File: src/rtl/tick_watchdog.sv
// -----------------------------------------------------------------------------
// tick_watchdog
//   Consumer-side monitor for a periodic 1-cycle tick pulse train. Each period
//   between accepted ticks is checked against the window
//   [EXPECTED-TOLERANCE, EXPECTED+TOLERANCE]. Early ticks and missing ticks
//   count as misses. MISS_LIMIT consecutive misses declare loss of tick.
//
//   Optional build macro: TICK_WD_STATS_EN
//     Adds output good_count, a saturating count of good periods since
//     reset, clear or enable=0.
//
// Ports
//   clk          in   1      clock
//   reset        in   1      asynchronous reset, active-high
//   enable       in   1      1 = monitor; 0 = idle with all status cleared
//   tick_in      in   1      tick pulse, synchronous to clk
//   clear        in   1      1-cycle pulse: clears lost and miss_count
//   locked       out  1      last period was inside the window
//   early_err    out  1      1-cycle pulse: tick arrived before the window
//   late_err     out  1      1-cycle pulse: no tick by the end of the window
//   lost         out  1      sticky: MISS_LIMIT consecutive misses seen
//   miss_count   out  8      consecutive misses, saturating at 255
//   last_period  out  CNT_W  cycles between the last two accepted ticks
//   good_count   out  16     (TICK_WD_STATS_EN only) good periods, saturating
// -----------------------------------------------------------------------------
module tick_watchdog #(
    parameter int unsigned EXPECTED   = 250000000,
    parameter int unsigned TOLERANCE  = 1000,
    parameter int unsigned MISS_LIMIT = 3,
    parameter int unsigned CNT_W      = 33
) (
    input  logic             clk,
    input  logic             reset,
    input  logic             enable,
    input  logic             tick_in,
    input  logic             clear,
    output logic             locked,
    output logic             early_err,
    output logic             late_err,
    output logic             lost,
    output logic [7:0]       miss_count,
    output logic [CNT_W-1:0] last_period
`ifdef TICK_WD_STATS_EN
    ,
    output logic [15:0]      good_count
`endif
);

    localparam logic [CNT_W-1:0] LO_C  = CNT_W'(64'(EXPECTED) - 64'(TOLERANCE));
    localparam logic [CNT_W-1:0] HI_C  = CNT_W'(64'(EXPECTED) + 64'(TOLERANCE));
    localparam logic [CNT_W-1:0] ONE_C = {{(CNT_W-1){1'b0}}, 1'b1};
    localparam logic [CNT_W-1:0] ZERO_C = {CNT_W{1'b0}};
    localparam logic [7:0]       MISS_LIM_C = 8'(MISS_LIMIT);

    typedef enum logic [1:0] {
        IDLE    = 2'd0,
        ACQUIRE = 2'd1,
        TRACK   = 2'd2,
        LOST    = 2'd3
    } state_t;

    state_t           state_r;
    logic [CNT_W-1:0] interval_r;
    logic [7:0]       miss_inc_s;
    logic             miss_hit_s;

    // Saturating next miss count and whether a miss now would reach the limit
    always_comb begin
        if (miss_count == 8'hFF) begin
            miss_inc_s = 8'hFF;
        end else begin
            miss_inc_s = miss_count + 8'd1;
        end
        // A simultaneous clear cancels the miss's effect on lost/miss_count
        if ((miss_inc_s >= MISS_LIM_C) && !clear) begin
            miss_hit_s = 1'b1;
        end else begin
            miss_hit_s = 1'b0;
        end
    end

`ifdef TICK_WD_STATS_EN
    logic [15:0] good_inc_s;

    // Saturating next good-period count
    always_comb begin
        if (good_count == 16'hFFFF) begin
            good_inc_s = 16'hFFFF;
        end else begin
            good_inc_s = good_count + 16'd1;
        end
    end
`endif

    // Tracking FSM, interval counter and all registered status outputs
    always_ff @(posedge clk or posedge reset) begin
        if (reset) begin
            state_r     <= IDLE;
            interval_r  <= ZERO_C;
            locked      <= 1'b0;
            early_err   <= 1'b0;
            late_err    <= 1'b0;
            lost        <= 1'b0;
            miss_count  <= 8'd0;
            last_period <= ZERO_C;
`ifdef TICK_WD_STATS_EN
            good_count  <= 16'd0;
`endif
        end else if (!enable) begin
            state_r     <= IDLE;
            interval_r  <= ZERO_C;
            locked      <= 1'b0;
            early_err   <= 1'b0;
            late_err    <= 1'b0;
            lost        <= 1'b0;
            miss_count  <= 8'd0;
            last_period <= ZERO_C;
`ifdef TICK_WD_STATS_EN
            good_count  <= 16'd0;
`endif
        end else begin
            early_err <= 1'b0;
            late_err  <= 1'b0;
            case (state_r)
                IDLE: begin
                    interval_r <= ZERO_C;
                    state_r    <= ACQUIRE;
                end
                ACQUIRE: begin
                    // First tick only arms the period measurement
                    if (tick_in) begin
                        interval_r <= ONE_C;
                        state_r    <= TRACK;
                    end else begin
                        interval_r <= ZERO_C;
                    end
                end
                TRACK: begin
                    if (tick_in) begin
                        // A tick at interval==HI is still good: tick wins over timeout
                        interval_r <= ONE_C;
                        if (interval_r < LO_C) begin
                            early_err  <= 1'b1;
                            locked     <= 1'b0;
                            miss_count <= miss_inc_s;
                            if (miss_hit_s) begin
                                lost    <= 1'b1;
                                state_r <= LOST;
                            end
                        end else begin
                            locked      <= 1'b1;
                            last_period <= interval_r;
                            miss_count  <= 8'd0;
`ifdef TICK_WD_STATS_EN
                            good_count  <= good_inc_s;
`endif
                        end
                    end else if (interval_r >= HI_C) begin
                        late_err   <= 1'b1;
                        locked     <= 1'b0;
                        interval_r <= ONE_C;
                        miss_count <= miss_inc_s;
                        if (miss_hit_s) begin
                            lost    <= 1'b1;
                            state_r <= LOST;
                        end
                    end else begin
                        interval_r <= interval_r + ONE_C;
                    end
                end
                LOST: begin
                    // No timeouts here; a tick restarts tracking, lost stays set
                    if (tick_in) begin
                        interval_r <= ONE_C;
                        state_r    <= TRACK;
                    end else begin
                        interval_r <= interval_r + ONE_C;
                    end
                end
                default: begin
                    state_r    <= IDLE;
                    interval_r <= ZERO_C;
                end
            endcase
            // clear overrides any miss processed in the same cycle
            if (clear) begin
                lost       <= 1'b0;
                miss_count <= 8'd0;
`ifdef TICK_WD_STATS_EN
                good_count <= 16'd0;
`endif
            end
        end
    end

endmodule

File: config.mk
export PLATFORM = sky130hd
export DESIGN_NAME = tick_watchdog
export DESIGN_NICKNAME = d
export VERILOG_FILES = /design/src/rtl/tick_watchdog.sv
export SDC_FILE = /design/constraint.sdc
export NUM_CORES = 1
export LEC_CHECK = 0
export ABC_AREA = 1
export BUFFER_PORTS_ARGS = -buffer_cell sky130_fd_sc_hd__buf_4
export CORE_AREA = 2 2 118 86
export CTS_BUF_LIST = sky130_fd_sc_hd__clkbuf_8
export DETAILED_ROUTE_END_ITERATION = 8
export DIE_AREA = 0 0 120 88
export SLEW_MARGIN = 15
export SYNTH_ARGS = -nofsm -noshare
export SYNTH_HDL_FRONTEND = slang
export SYNTH_SLANG_ARGS = --single-unit
File: constraint.sdc
create_clock -name clk -period 6.1 [get_ports clk]
set_input_delay 1.22 -clock clk [delete_from_list [all_inputs] [get_ports clk]]
set_output_delay 1.22 -clock clk [all_outputs]
set_load 0.02 [all_outputs]
; After elaboration in Yosys (flattened, before gate mapping)
; Index checks and enable logic that the tools add are counted.
; Widths: inputs -> output; s select.
[word_totals]
in_bits = 5
word_cells = 81
register_bits = 80
output_inout_bits = 45
[classes]
mux = 45
n_lt_le_gt_ge = 3
eq_ne = 14
add_sub_neg = 2
reduce_logical = 9
[op_table]
columns = operator, count
row1 = $mux 33, 8
row2 = $pmux 33 s4, 1
row3 = $mux 8, 7
row4 = $add 33x1->33 const B, 1
row5 = $ge 33x28->1 const B, 1
row6 = $lt 33x28->1 const B, 1
row7 = $mux 1, 22
row8 = $mux 2, 6
row9 = $reduce_and 3->1, 3
row10 = $add 8x1->8 const B, 1
row11 = $eq 8x8->1 const B, 1
row12 = $ge 8x2->1 const B, 1
row13 = $ne 4x4->1 const B, 2
row14 = $ne 3x1->1 const B, 2
row15 = $pmux 2 s3, 1
row16 = $eq 2x2->1 const B, 2
row17 = $ne 2x1->1 const B, 2
row18 = $ne 4x1->1 const B, 1
row19 = $ne 4x2->1 const B, 1
row20 = $reduce_and 2->1, 2
row21 = $ne 3x2->1 const B, 1
row22 = $eq 2x1->1 const B, 1
row23 = $logic_not 2->1, 1
row24 = $ne 2x2->1 const B, 1
row25 = other kinds (3), 3

; Longest topological paths before layout
; Gate-level depths: netlist (run 1).
[logic_depth]
ltp_word = 11
ltp_mapped = 15
ltp_nobuf = 14

; Least setup slack after synthesis (run 1)
; Ideal clock, no wire load.
[synth_timing]
kind = input port to flip-flop
start = input enable
end = register miss_count[0]
arrival_time_ns = 1.989
setup_ns = 0.083
stages = 8
path_buffers = 0
setup_slack_ns = 4.028
t_required_ns = 6.017
cell_sequence = inv_1 > nor2_1 > nand3_1 > nand2_1 > nand2_2 > inv_1 > nand2_1 > o21ai_0
[synth_between]
elab_chain_len = 2
elab_cells_between_ends = 4
cone_classes = 2 x eq/ne / 1 x mux / 1 x reduce/logical
[synth_lines]
columns = item, line
row1 = start: declaration, 34  ; input logic enable,
row2 = $ne 4x1->1 (no line) / $ne 3x1->1 (equally long branches), -
row3 = $reduce_and 2->1 (no line), -
row4 = end signal: assignment, 145  ; miss_count <= miss_inc_s;
row5 = end signal: assignment, 162  ; miss_count <= miss_inc_s;
row6 = end: declaration, 41  ; output logic [7:0] miss_count,
; Several ways; a longest one is shown, not always the timed one.
; A chain may end at the register's enable or synchronous reset.

; Worst setup path in the final report (run 1)
[layout_timing]
start = input enable
end = register last_period[4]
[layout_between]
elab_chain_len = 2
elab_cells_between_ends = 5
cone_classes = 3 x eq/ne / 1 x mux / 1 x reduce/logical
[layout_lines]
columns = item, line
row1 = $ne 2x2->1 (no line) / $ne 2x1->1 (equally long branches), -
row2 = $reduce_and 3->1 (no line), -
row3 = end signal: assignment, 152  ; last_period <= interval_r;
row4 = end: declaration, 42  ; output logic [CNT_W-1:0] last_period
; Several ways; a longest one is shown, not always the timed one.

==> summary.txt, run 1 <==
Cells and area
  • Final net count: 592
  • # diodes: 0
  • Post-layout util: 0.507
  • Non-filler cells, final: 717
  • Layout overhead on the synthesized area: 15.5%
  • Layout cells sized above 1: 0.154

Clocking
  • Post-cts resize count: 0
  • CTS sink cnt: 80
  • CTS H-tree lvls: 3
  • Clock transition at path regs: 0.08 ns
  • Setup bufs post-CTS: 0
  • Maximum clock path buffer count: 2
  • CTS Root Cell: clkbuf_8
  • Clk_lat worst skew: 0.37 ns
  • CTS tree: built
  • Hold buffers post-CTS: 0
  • CTS Buf Count: 9

Die
  • Die area: 10,600 sq um
  • Die Y: 88 um
  • Initial Utilization: 0.439
  • Row count: 30
  • CORE AREA: 9420 sq um
  • Die Wd: 120 um
  • Io pins: 50

Job
  • Max-cap violations: 0

Route
  • DR pass1 iterations: 5
  • Antenna Nets Post-Route: 0
  • Vias: 3,535
  • # DRC: 0
  • Starting DRC count in detailed routing: 236
  • DRT Wirelength: 9920 um
  • Via-per-instance ratio: 4.93
  • Routed WL per cell: 13.8 um

Run status
  • Status: completed

Synthesis
  • Mean cell area of the mapped netlist: 7.74 sq um
  • Synth Net Count: 542
  • Cell area after synthesis: 4130 sq um
  • Register area share after synthesis: 0.484
  • Top FF cell, synth: dfrtp_1
  • Yosys top cell area share: 0.484
  • #FFs+latches synth: 80
  • Synthesized instance count: 534
  • Most common cell in the netlist: nand2_1
  • Area contributors post-synth: dfrtp_1 (48%), nand2_1 (14%), nor2_1 (6.9%)
  • Synth async-reset ratio: 1.00
  • Unique cell type count in the Yosys netlist: 31
  • Post-synth EDFFs: 0
  • YS warnings: 0
  • Largest area contributor in the netlist: dfrtp_1
  • Commonest cells post-synth: nand2_1 (159), dfrtp_1 (80), nor2_1 (76), inv_1 (55), nand3_1 (25)

STA
  • Clock period minus worst slack: 2.51 ns
  • Setup_tns: 0 ns
  • Count of final hold-check violations: 0
  • Worst Tran Pin Value: 1.01 ns
  • Max Clk Rate: 399 MHz
  • Clk_skew: 0.0130 ns
  • Max Slew Vio Count: 0
  • Final period utilization: 0.411
  • Setup violations, final: 0
  • RSZ-0062 raised after global routing: no
  • Max_slew headroom: 0.330

Worst setup path
  • Critical Path Start Type: input port
  • R2r worst-path depth: 11
  • CP Data Required Time: 6.40 ns
  • CP arrival: 2.81 ns
  • Reg2Reg Setup Slack: 3.67 ns
  • Crit. End Element: flop
  • R2r endpoint: last_period[4]$_DFFE_PP0P_
  • CP startpoint: enable
  • Crit-path max FO: 22
  • Worst-path cell chain: buf_4 > inv_1 > nor2_1 > nand2_1 > inv_1 > nand3_2 > inv_2 > nand2_1 > nand2_1
  • CP max stage cell: inv_2
  • Most frequent CP cell: nand2_1
  • Worst setup path end: last_period[4]$_DFFE_PP0P_
  • Crit Reg-Reg Startpoint: interval_r[24]$_DFF_PP0_
  • Crit path largest cell delay: 0.44 ns
  • Crit Path Category: in -> reg

GRT
  • Met2 Use GR: 0.289
  • Initial antenna violation count: 0
  • GRT overflow: 0
  • Top Usage Layer GRT: met1
  • Global Route met3 Usage: 0.0482
  • Routing usage on met1: 0.310
  • First-pass GRT wire length: 16,600 um
  • Vias in the first global route: 3,309
  • Largest net degree at the start of global routing: 81
  • GRT Overall Usage: 0.204

Placement
  • Routability Congestion: 0.888
  • DP Cell Count: 701
  • PortBufs: 49
  • Post-DP HPWL: 7200 um

Hold path
  • Worst hold start: last_period[5]$_DFFE_PP0P_
  • Hold Path Class: reg -> reg

Power
  • Peak VDD IR: 134 uV
  • Reg power frac: 0.566
  • Sw Ratio: 0.267
  • PwrDens: 199 nW/um^2
  • Sw Pwr: 0.254 mW
  • Power share of the clock group: 0.383
  • Static Leak: 2.24 nW
  • Combinational power share: 0.051
  • Internal: 0.696 mW
## registers in the layout (all words and copies together) (netlist names)
| name | cells |
|---|---|
| lost | 1 |
| locked | 1 |
| late_err | 1 |
| last_period | 33 |
| interval_r | 33 |
| early_err | 1 |
| state_r | 2 |
| miss_count | 8 |
## cell type report
class,instances,area (sq um)
multi-input cells,385,1840
clock inverters,7,53.8
fillers,967,4650
inverters,58,219
repair buffers,50,375
well taps,128,160
flip-flops and latches,80,2000
clock buffers,9,124
## worst max-delay path, delay by kind of cell
family                 cells  cell delay (ns)
buffers and inverters      4             0.74
AND/OR/NAND/NOR            5             0.83
## kinds of logic (layout without fill, tap and decap cells)
family / after synthesis / after routing / synth area share
adder cells (fa/ha/maj): 3 / 3 / 0.00908
flip-flops: 80 / 80 / 0.484
XOR/XNOR: 25 / 25 / 0.0530
AND/OR/NAND/NOR: 312 / 312 / 0.326
buffers and inverters: 69 / 124 / 0.0717
AO/OA/AOI/OAI: 45 / 45 / 0.0557
## routing by layer
metal	vias up	wire length (um)
met5	-	0
met4	0	58
met3	6	469
met2	85	4100
met1	1669	5300
li1	1775	-
## placed cells by master (no fill, tap or decap), drive strengths merged
master,n
clkbuf,9
clkinv,2
dfrtp,80
nor3,22
nand3,26
nor2,80
xnor2,7
o21a,1
buf,50
xor2,18
nand2,170
o22ai,1
inv,60
o21ai,35
a31oi,1
ha,3
clkinvlp,3
nor4,5
nand4,8
and3,1
a21oi,7
## per-stage QoR
stage / power (mW) / hold WS (ns) / worst slack, ns / instance area, sq um
2_1_floorplan: 0.583 / 0.505 / 2.83 / 4130
3_3_place_gp: 0.597 / 0.455 / 3.08 / 4590
5_1_grt: 0.991 / 0.511 / 3.35 / 4770
3_5_place_dp: 0.598 / 0.460 / 3.20 / 4600
4_1_cts: 0.962 / 0.482 / 3.59 / 4770
6_report: 0.950 / 0.478 / 3.59 / 4770
## worst min path at each step
stage,cells past startpoint,end,slack (ns)
2_1_floorplan,2,interval_r[32]$_DFF_PP0_,0.50
3_3_place_gp,2,last_period[10]$_DFFE_PP0P_,0.46
3_5_place_dp,2,last_period[10]$_DFFE_PP0P_,0.46
4_1_cts,2,last_period[5]$_DFFE_PP0P_,0.48
5_1_grt,2,last_period[4]$_DFFE_PP0P_,0.51
6_report,2,last_period[5]$_DFFE_PP0P_,0.48
## power groups by stage
stage	logic (mW)	registers, mW	clock network (mW)
3_5_place_dp	0.0495	0.549	0
3_3_place_gp	0.0486	0.548	0
5_1_grt	0.0553	0.539	0.397
6_report	0.0482	0.538	0.364
2_1_floorplan	0.0342	0.549	0
4_1_cts	0.0496	0.538	0.374
No activity file was read; power rests on OpenSTA's default activity.
==> run 2: changes to the inputs <==
--- a/config.mk
+++ b/config.mk
@@ -11,6 +11,7 @@
 export CTS_BUF_LIST = sky130_fd_sc_hd__clkbuf_8
 export DETAILED_ROUTE_END_ITERATION = 8
 export DIE_AREA = 0 0 120 88
+export PLACE_DENSITY = 0.66
 export SLEW_MARGIN = 15
 export SYNTH_ARGS = -nofsm -noshare
 export SYNTH_HDL_FRONTEND = slang
==> constraint.sdc (replaced) <==
create_clock -name clk -period 2.2 [get_ports clk]
set_input_delay 0.44 -clock clk [delete_from_list [all_inputs] [get_ports clk]]
set_output_delay 0.44 -clock clk [all_outputs]
set_load 0.02 [all_outputs]
==> summary.txt, run 2 (synthesized netlist as in run 1, its figures left out) <==
STA
  • Setup violations, final: 0 (unchanged)
  • Clk_skew: 0.00922 ns (-0.00382 ns)
  • Final period utilization: 0.897
  • Setup_tns: 0 ns (unchanged)
  • Max Clk Rate: 507 MHz
  • Clock period minus worst slack: 1.97 ns
  • Count of final hold-check violations: 0 (unchanged)
  • Worst Tran Pin Value: 0.524 ns (-0.481 ns)
  • RSZ-0062 raised after global routing: no
  • Max_slew headroom: 0.647 (+0.317)
  • Max Slew Vio Count: 0 (unchanged)

Power
  • Sw Ratio: 0.233 (-0.0343)
  • Internal: 2.10 mW (+200%)
  • Reg power frac: 0.544 (-0.022)
  • Power share of the clock group: 0.403 (+0.020)
  • Sw Pwr: 0.639 mW (+150%)
  • Combinational power share: 0.053 (+0.002)
  • Static Leak: 2.29 nW (+2.5%)
  • PwrDens: 560 nW/um^2 (+180%)
  • Peak VDD IR: 266 uV (+98%)

Clocking
  • CTS H-tree lvls: 3 (unchanged)
  • Clk_lat worst skew: 0.34 ns (-0.03 ns)
  • Maximum clock path buffer count: 2 (unchanged)
  • Clock transition at path regs: 0.08 ns (about the same)
  • CTS tree: built
  • CTS Buf Count: 9 (unchanged)
  • CTS sink cnt: 80 (unchanged)
  • CTS Root Cell: clkbuf_8

Worst setup path
  • Crit Reg-Reg Startpoint: miss_count[0]$_DFFE_PP0P_
  • CP startpoint: miss_count[0]$_DFFE_PP0P_
  • Critical Path Start Type: flop
  • Crit-path max FO: 7 (-68%)
  • CP Data Required Time: 2.48 ns (-3.92 ns)
  • CP arrival: 2.25 ns (-0.56 ns)
  • Reg2Reg Setup Slack: 0.23 ns (-3.44 ns)
  • Crit Path Category: reg -> reg
  • Crit. End Element: flop

Cells and area
  • Non-filler cells, final: 724 (+0.98%)
  • Commonest cells after routing, fill and taps aside: nand2_1 (158), dfrtp_1 (79), nor2_1 (74), buf_4 (55), inv_1 (53)
  • Commonest non-fill, non-tap cell in the layout: nand2_1
  • Biggest regs: interval_r (33), last_period (33), miss_count (8)
  • Layout overhead on the synthesized area: 18.4%
  • Layout cells sized above 1: 0.171 (+0.0166)
  • Final net count: 599 (+1.2%)
  • # diodes: 0 (unchanged)
  • Final-layout fill cell count: 928 (-4.0%)

Die
  • Die Y: 88 um (unchanged)
  • Row count: 30 (unchanged)
  • Die area: 10,600 sq um (unchanged)
  • Die Wd: 120 um (unchanged)
  • CORE AREA: 9420 sq um (unchanged)
  • Io pins: 50 (unchanged)
  • Initial Utilization: 0.439 (unchanged)

Hold path
  • Hold Path Class: in -> async

GRT
  • GRT Overall Usage: 0.201 (-0.00311)
  • First-pass GRT wire length: 16,600 um (unchanged)
  • Initial antenna violation count: 0 (unchanged)
  • Largest net degree at the start of global routing: 81 (unchanged)
  • GRT overflow: 0 (unchanged)
  • Vias in the first global route: 3,411 (+3.1%)

Job
  • Max-cap violations: 0 (unchanged)

Run status
  • Status: completed

Placement
  • PortBufs: 49 (unchanged)
  • DP Cell Count: 706 (+0.71%)
  • Post-DP HPWL: 7300 um (+1.5%)
  • Routability Congestion: 0.919 (+3.5%)

Route
  • Antenna Nets Post-Route: 0 (unchanged)
  • DR pass1 iterations: 4 (-1)
  • Starting DRC count in detailed routing: 209 (-11%)
  • # DRC: 0 (unchanged)
  • DRT Wirelength: 9810 um (-1.2%)
  • Via-per-instance ratio: 4.90 (-0.55%)
  • Routed WL per cell: 13.5 um (-2.2%)
  • Vias: 3,550 (+0.42%)
[run 2: changes by cell type in the layout (fill, tap and decap cells not counted), moves of 2 or more]
cell and change:
buf_4 +5, inv_6 -3, buf_12 +2, clkbuf_8 +2, nor2_1 -2, nor2_2 +2
[run 2: repair_timing]
item / CTS / global route
buffers inserted: 0 / 2
endpoints found under the hold margin: 0 / 0
hold buffers: 0 / 0
resized for setup: 0 / 6
endpoints found under the setup margin: 0 / 42
[run 2: worst max-delay path: stages (launching register included)]
cell     delay [ns]
dfrtp_1        0.45
ha_1           0.29
nand2_1        0.10
nor2_1         0.27
nand2_2        0.18
nand2_1        0.12
nor2_1         0.06
nand3_1        0.07
nor2_1         0.05
o21ai_0        0.17
nand3_1        0.10
nand2_1        0.07
[run 2: power groups by stage]
stage,sequential [mW],clock (mW),combinational [mW]
6_report,1.49,1.10,0.146
5_1_grt,1.49,1.20,0.167
4_1_cts,1.49,1.14,0.142
3_5_place_dp,1.52,0,0.142
3_3_place_gp,1.52,0,0.139
2_1_floorplan,1.52,0,0.0951
[run 2: metrics by stage]
stage	area, sq um	hold slack, ns	util	power [mW]	worst slack (ns)
global route	4890	0.244	0.520	2.86	0.0173
detailed placement	4660	0.461	0.494	1.66	0.177
CTS	4860	0.220	0.516	2.77	0.172
global placement	4660	0.456	0.494	1.66	0.201
finish	4890	0.188	0.520	2.74	0.227
floorplan	4140	0.505	-	1.62	0.464
[run 2: per-layer routing]
layer / routed length [um] / GRT usage
met1: 5180 / 0.304
met2: 4110 / 0.296
met3: 419 / 0.0391
met4: 95 / 0.0471
met5: 0 / 0
[run 2: cell type report]
| class | instances | area [sq um] | area share |
|---|---|---|---|
| Clock buffer | 11 | 151 | 0.0309 |
| Timing Repair Buffer | 57 | 453 | 0.0925 |
| Clock inverter | 5 | 55.1 | 0.0112 |
| Inverter | 58 | 225 | 0.0460 |
| Tap cell | 128 | 160 | 0.0327 |
| Sequential cell | 80 | 2000 | 0.409 |
| Multi-Input combinational cell | 385 | 1850 | 0.377 |
[run 2: worst paths after layout]
check,depth (start not counted),to
min in group clk,4,lost$_DFFE_PP0P_
worst min-delay path,3,last_period[4]$_DFFE_PP0P_
worst max register to register,11,state_r[0]$_DFFE_PP0P_
worst max-delay path,11,state_r[0]$_DFFE_PP0P_
worst min register to register,2,last_period[9]$_DFFE_PP0P_
max in group asynchronous,3,interval_r[28]$_DFF_PP0_
==> run 3: changes to the inputs <==
--- a/config.mk
+++ b/config.mk
@@ -6,12 +6,12 @@
 export NUM_CORES = 1
 export LEC_CHECK = 0
 export ABC_AREA = 1
-export BUFFER_PORTS_ARGS = -buffer_cell sky130_fd_sc_hd__buf_4
-export CORE_AREA = 2 2 118 86
+export BUFFER_PORTS_ARGS = -buffer_cell sky130_fd_sc_hd__buf_2
+export CORE_AREA = 2 2 108 79
 export CTS_BUF_LIST = sky130_fd_sc_hd__clkbuf_8
 export DETAILED_ROUTE_END_ITERATION = 8
-export DIE_AREA = 0 0 120 88
-export PLACE_DENSITY = 0.66
+export DIE_AREA = 0 0 110 81
+export PLACE_DENSITY = 0.76
 export SLEW_MARGIN = 15
 export SYNTH_ARGS = -nofsm -noshare
 export SYNTH_HDL_FRONTEND = slang
==> summary.txt, run 3 (synthesized netlist as in run 1, its figures left out) <==
Worst setup path
  • Crit Path Category: reg -> reg
  • Crit-path max FO: 9 (+2)
  • CP arrival: 2.20 ns (-0.05 ns)
  • Crit path buffers/inverters: 2 (+2)
  • Critical Path Start Type: flop
  • Crit path largest cell delay: 0.50 ns (+0.05 ns)
  • CP Data Required Time: 2.43 ns (-0.05 ns)
  • Stages on worst setup path: 13 (+2)
  • CP max stage cell: dfrtp_1
  • CP delay by family, top: simple AND/OR/NAND/NOR gates
  • Most frequent CP cell: nand2_1
  • R2r worst-path depth: 13 (+2)
  • Worst-path cell chain: nand2_2 > inv_1 > nand2_1 > nor2_1 > nand2_1 > nand2_1 > nand2_1 > nand3_1 > nand2_1 > nand2_2 > inv_1 > nand2_1 > o21ai_0
  • Crit. End Element: flop

Power
  • Total power draw: 2.79 mW (+1.8%)
  • Sw Ratio: 0.223 (-0.00961)
  • Combinational power share: 0.050 (-0.003)
  • Static Leak: 2.31 nW (+0.65%)
  • Internal: 2.17 mW (+3.1%)
  • Peak VDD IR: 411 uV (+55%)
  • Power share of the clock group: 0.417 (+0.014)
  • Reg power frac: 0.534 (-0.010)
  • Sw Pwr: 0.624 mW (-2.4%)
  • PwrDens: 590 nW/um^2 (+5.4%)

STA
  • Worst Tran Pin Value: 0.511 ns (-0.0137 ns)
  • Final period utilization: 0.898 (+0.00118)
  • Count of final hold-check violations: 0 (unchanged)
  • Max Slew Vio Count: 0 (unchanged)
  • RSZ-0062 raised after global routing: no
  • Setup_tns: 0 ns (unchanged)
  • Max_slew headroom: 0.657 (+0.00954)
  • Max Clk Rate: 506 MHz (-0.13%)
  • Setup violations, final: 0 (unchanged)
  • Clock period minus worst slack: 1.98 ns (+0.00259 ns)
  • Clk_skew: 0.00779 ns (-0.00144 ns)

Placement
  • PortBufs: 49 (unchanged)
  • Post-DP HPWL: 7060 um (-3.2%)
  • Routability Congestion: 0.932 (+1.4%)
  • Post-DP Area: 4520 sq um (-2.9%)

Die
  • Die Y: 81 um (-8.0%)
  • Die area: 8910 sq um (-16%)
  • Row count: 28 (-6.7%)
  • Io pins: 50 (unchanged)
  • Initial Utilization: 0.515 (+0.0765)
  • CORE AREA: 8020 sq um (-15%)
  • Die Wd: 110 um (-8.3%)

Cells and area
  • Final net count: 599 (unchanged)
  • Commonest non-fill, non-tap cell in the layout: nand2_1
  • # diodes: 0 (unchanged)
  • Layout cells sized above 1: 0.162 (-0.00952)
  • Fin area: 4730 sq um (-3.4%)
  • Commonest cells after routing, fill and taps aside: nand2_1 (159), dfrtp_1 (80), nor2_1 (75), inv_1 (54), buf_2 (49)
  • Final-layout fill cell count: 751 (-19%)
  • Layout overhead on the synthesized area: 14.4%
  • Biggest regs: interval_r (33), last_period (33), miss_count (8)

Clocking
  • Maximum clock path buffer count: 2 (unchanged)
  • Hold buffers post-CTS: 0 (unchanged)
  • Clk_lat worst skew: 0.35 ns (about the same)
  • CTS H-tree lvls: 3 (unchanged)
  • CTS Buf Count: 9 (unchanged)
  • Clock transition at path regs: 0.08 ns (about the same)
  • CTS Root Cell: clkbuf_8
  • CTS sink cnt: 80 (unchanged)
  • CTS tree: built

GRT
  • First-pass GRT wire length: 16,200 um (-2.7%)
  • Vias in the first global route: 3,331 (-2.3%)
  • GRT overflow: 0 (unchanged)
  • Largest net degree at the start of global routing: 81 (unchanged)
  • GRT Overall Usage: 0.238 (+0.0378)
  • Initial antenna violation count: 0 (unchanged)

Route
  • DR pass1 iterations: 5 (+1)
  • Via-per-instance ratio: 5.19 (+5.9%)
  • Antenna Nets Post-Route: 0 (unchanged)
  • Vias: 3,628 (+2.2%)
  • Routed WL per cell: 14.0 um (+3.3%)
  • DRT Wirelength: 9780 um (-0.29%)
  • # DRC: 0 (unchanged)
  • Starting DRC count in detailed routing: 226 (+8.1%)

Hold path
  • Hold Path Class: in -> async

Run status
  • Status: completed

Job
  • Max-cap violations: 0 (unchanged)
==> run 3: cell count changes in the layout (fill, tap and decap cells not counted), sizes merged <==
| cell | previous run | this run |
|---|---|---|
| bufinv | 1 | 2 |
| clkbuf | 11 | 10 |
| clkinvlp | 4 | 1 |
| inv | 56 | 57 |
==> run 3: area by class of cell <==
class | count | area (sq um) | area share
multi-input combinational | 385 | 1840 | 0.388
sequential | 80 | 2000 | 0.423
clock inverter | 4 | 70.1 | 0.0148
tap | 105 | 131 | 0.0278
inverter | 58 | 221 | 0.0468
clock buffer | 10 | 138 | 0.0291
timing repair buffer | 57 | 330 | 0.0698
==> run 3: worst reg2reg max path, stage by stage, from the launching register on <==
cell,delay (ns)
dfrtp_1,0.50
nand2_2,0.18
inv_1,0.09
nand2_1,0.06
nor2_1,0.12
nand2_1,0.07
nand2_1,0.07
nand2_1,0.07
nand3_1,0.07
nand2_1,0.11
nand2_2,0.19
inv_1,0.16
nand2_1,0.09
o21ai_0,0.08
==> run 3: worst paths after layout <==
check                                                 from                          end  slack, ns
max in group asynchronous                            reset    miss_count[2]$_DFFE_PP0P_       1.69
worst max-delay path               interval_r[9]$_DFF_PP0_    miss_count[5]$_DFFE_PP0P_       0.22
worst max register to register     interval_r[9]$_DFF_PP0_    miss_count[5]$_DFFE_PP0P_       0.22
min in group clk                                    enable       state_r[0]$_DFFE_PP0P_       0.41
worst min register to register  last_period[6]$_DFFE_PP0P_   last_period[6]$_DFFE_PP0P_       0.47
worst min-delay path                                 reset  last_period[11]$_DFFE_PP0P_       0.19
==> run 3: per-stage QoR <==
stage,utilization,std cells,setup WS [ns],hold slack (ns)
after detailed placement,0.563,685,0.260,0.453
final,0.590,699,0.225,0.191
after floorplan,-,534,0.464,0.505
after CTS,0.589,699,0.243,0.210
after global routing,0.590,699,0.000947,0.207
after global placement,0.563,685,0.291,0.448
==> run 3: metal layers <==
layer,vias up,track usage,part of all wire
li1,1795,-,-
met1,1690,0.344,0.48
met2,126,0.353,0.42
met3,17,0.0666,0.078
met4,0,0.0646,0.014
met5,-,0,0
==> run 3: power by group through the flow <==
stage	registers, mW	clock network [mW]	logic (mW)
2_1_floorplan	1.52	0	0.0951
3_3_place_gp	1.52	0	0.138
3_5_place_dp	1.52	0	0.141
4_1_cts	1.49	1.19	0.141
5_1_grt	1.49	1.25	0.159
6_report	1.49	1.16	0.139
==> run 3: timing repair <==
action                     4_1_cts  5_1_grt
gates resized for setup          0        1
setup endpoints to repair        0        1
setup buffers                    0        0
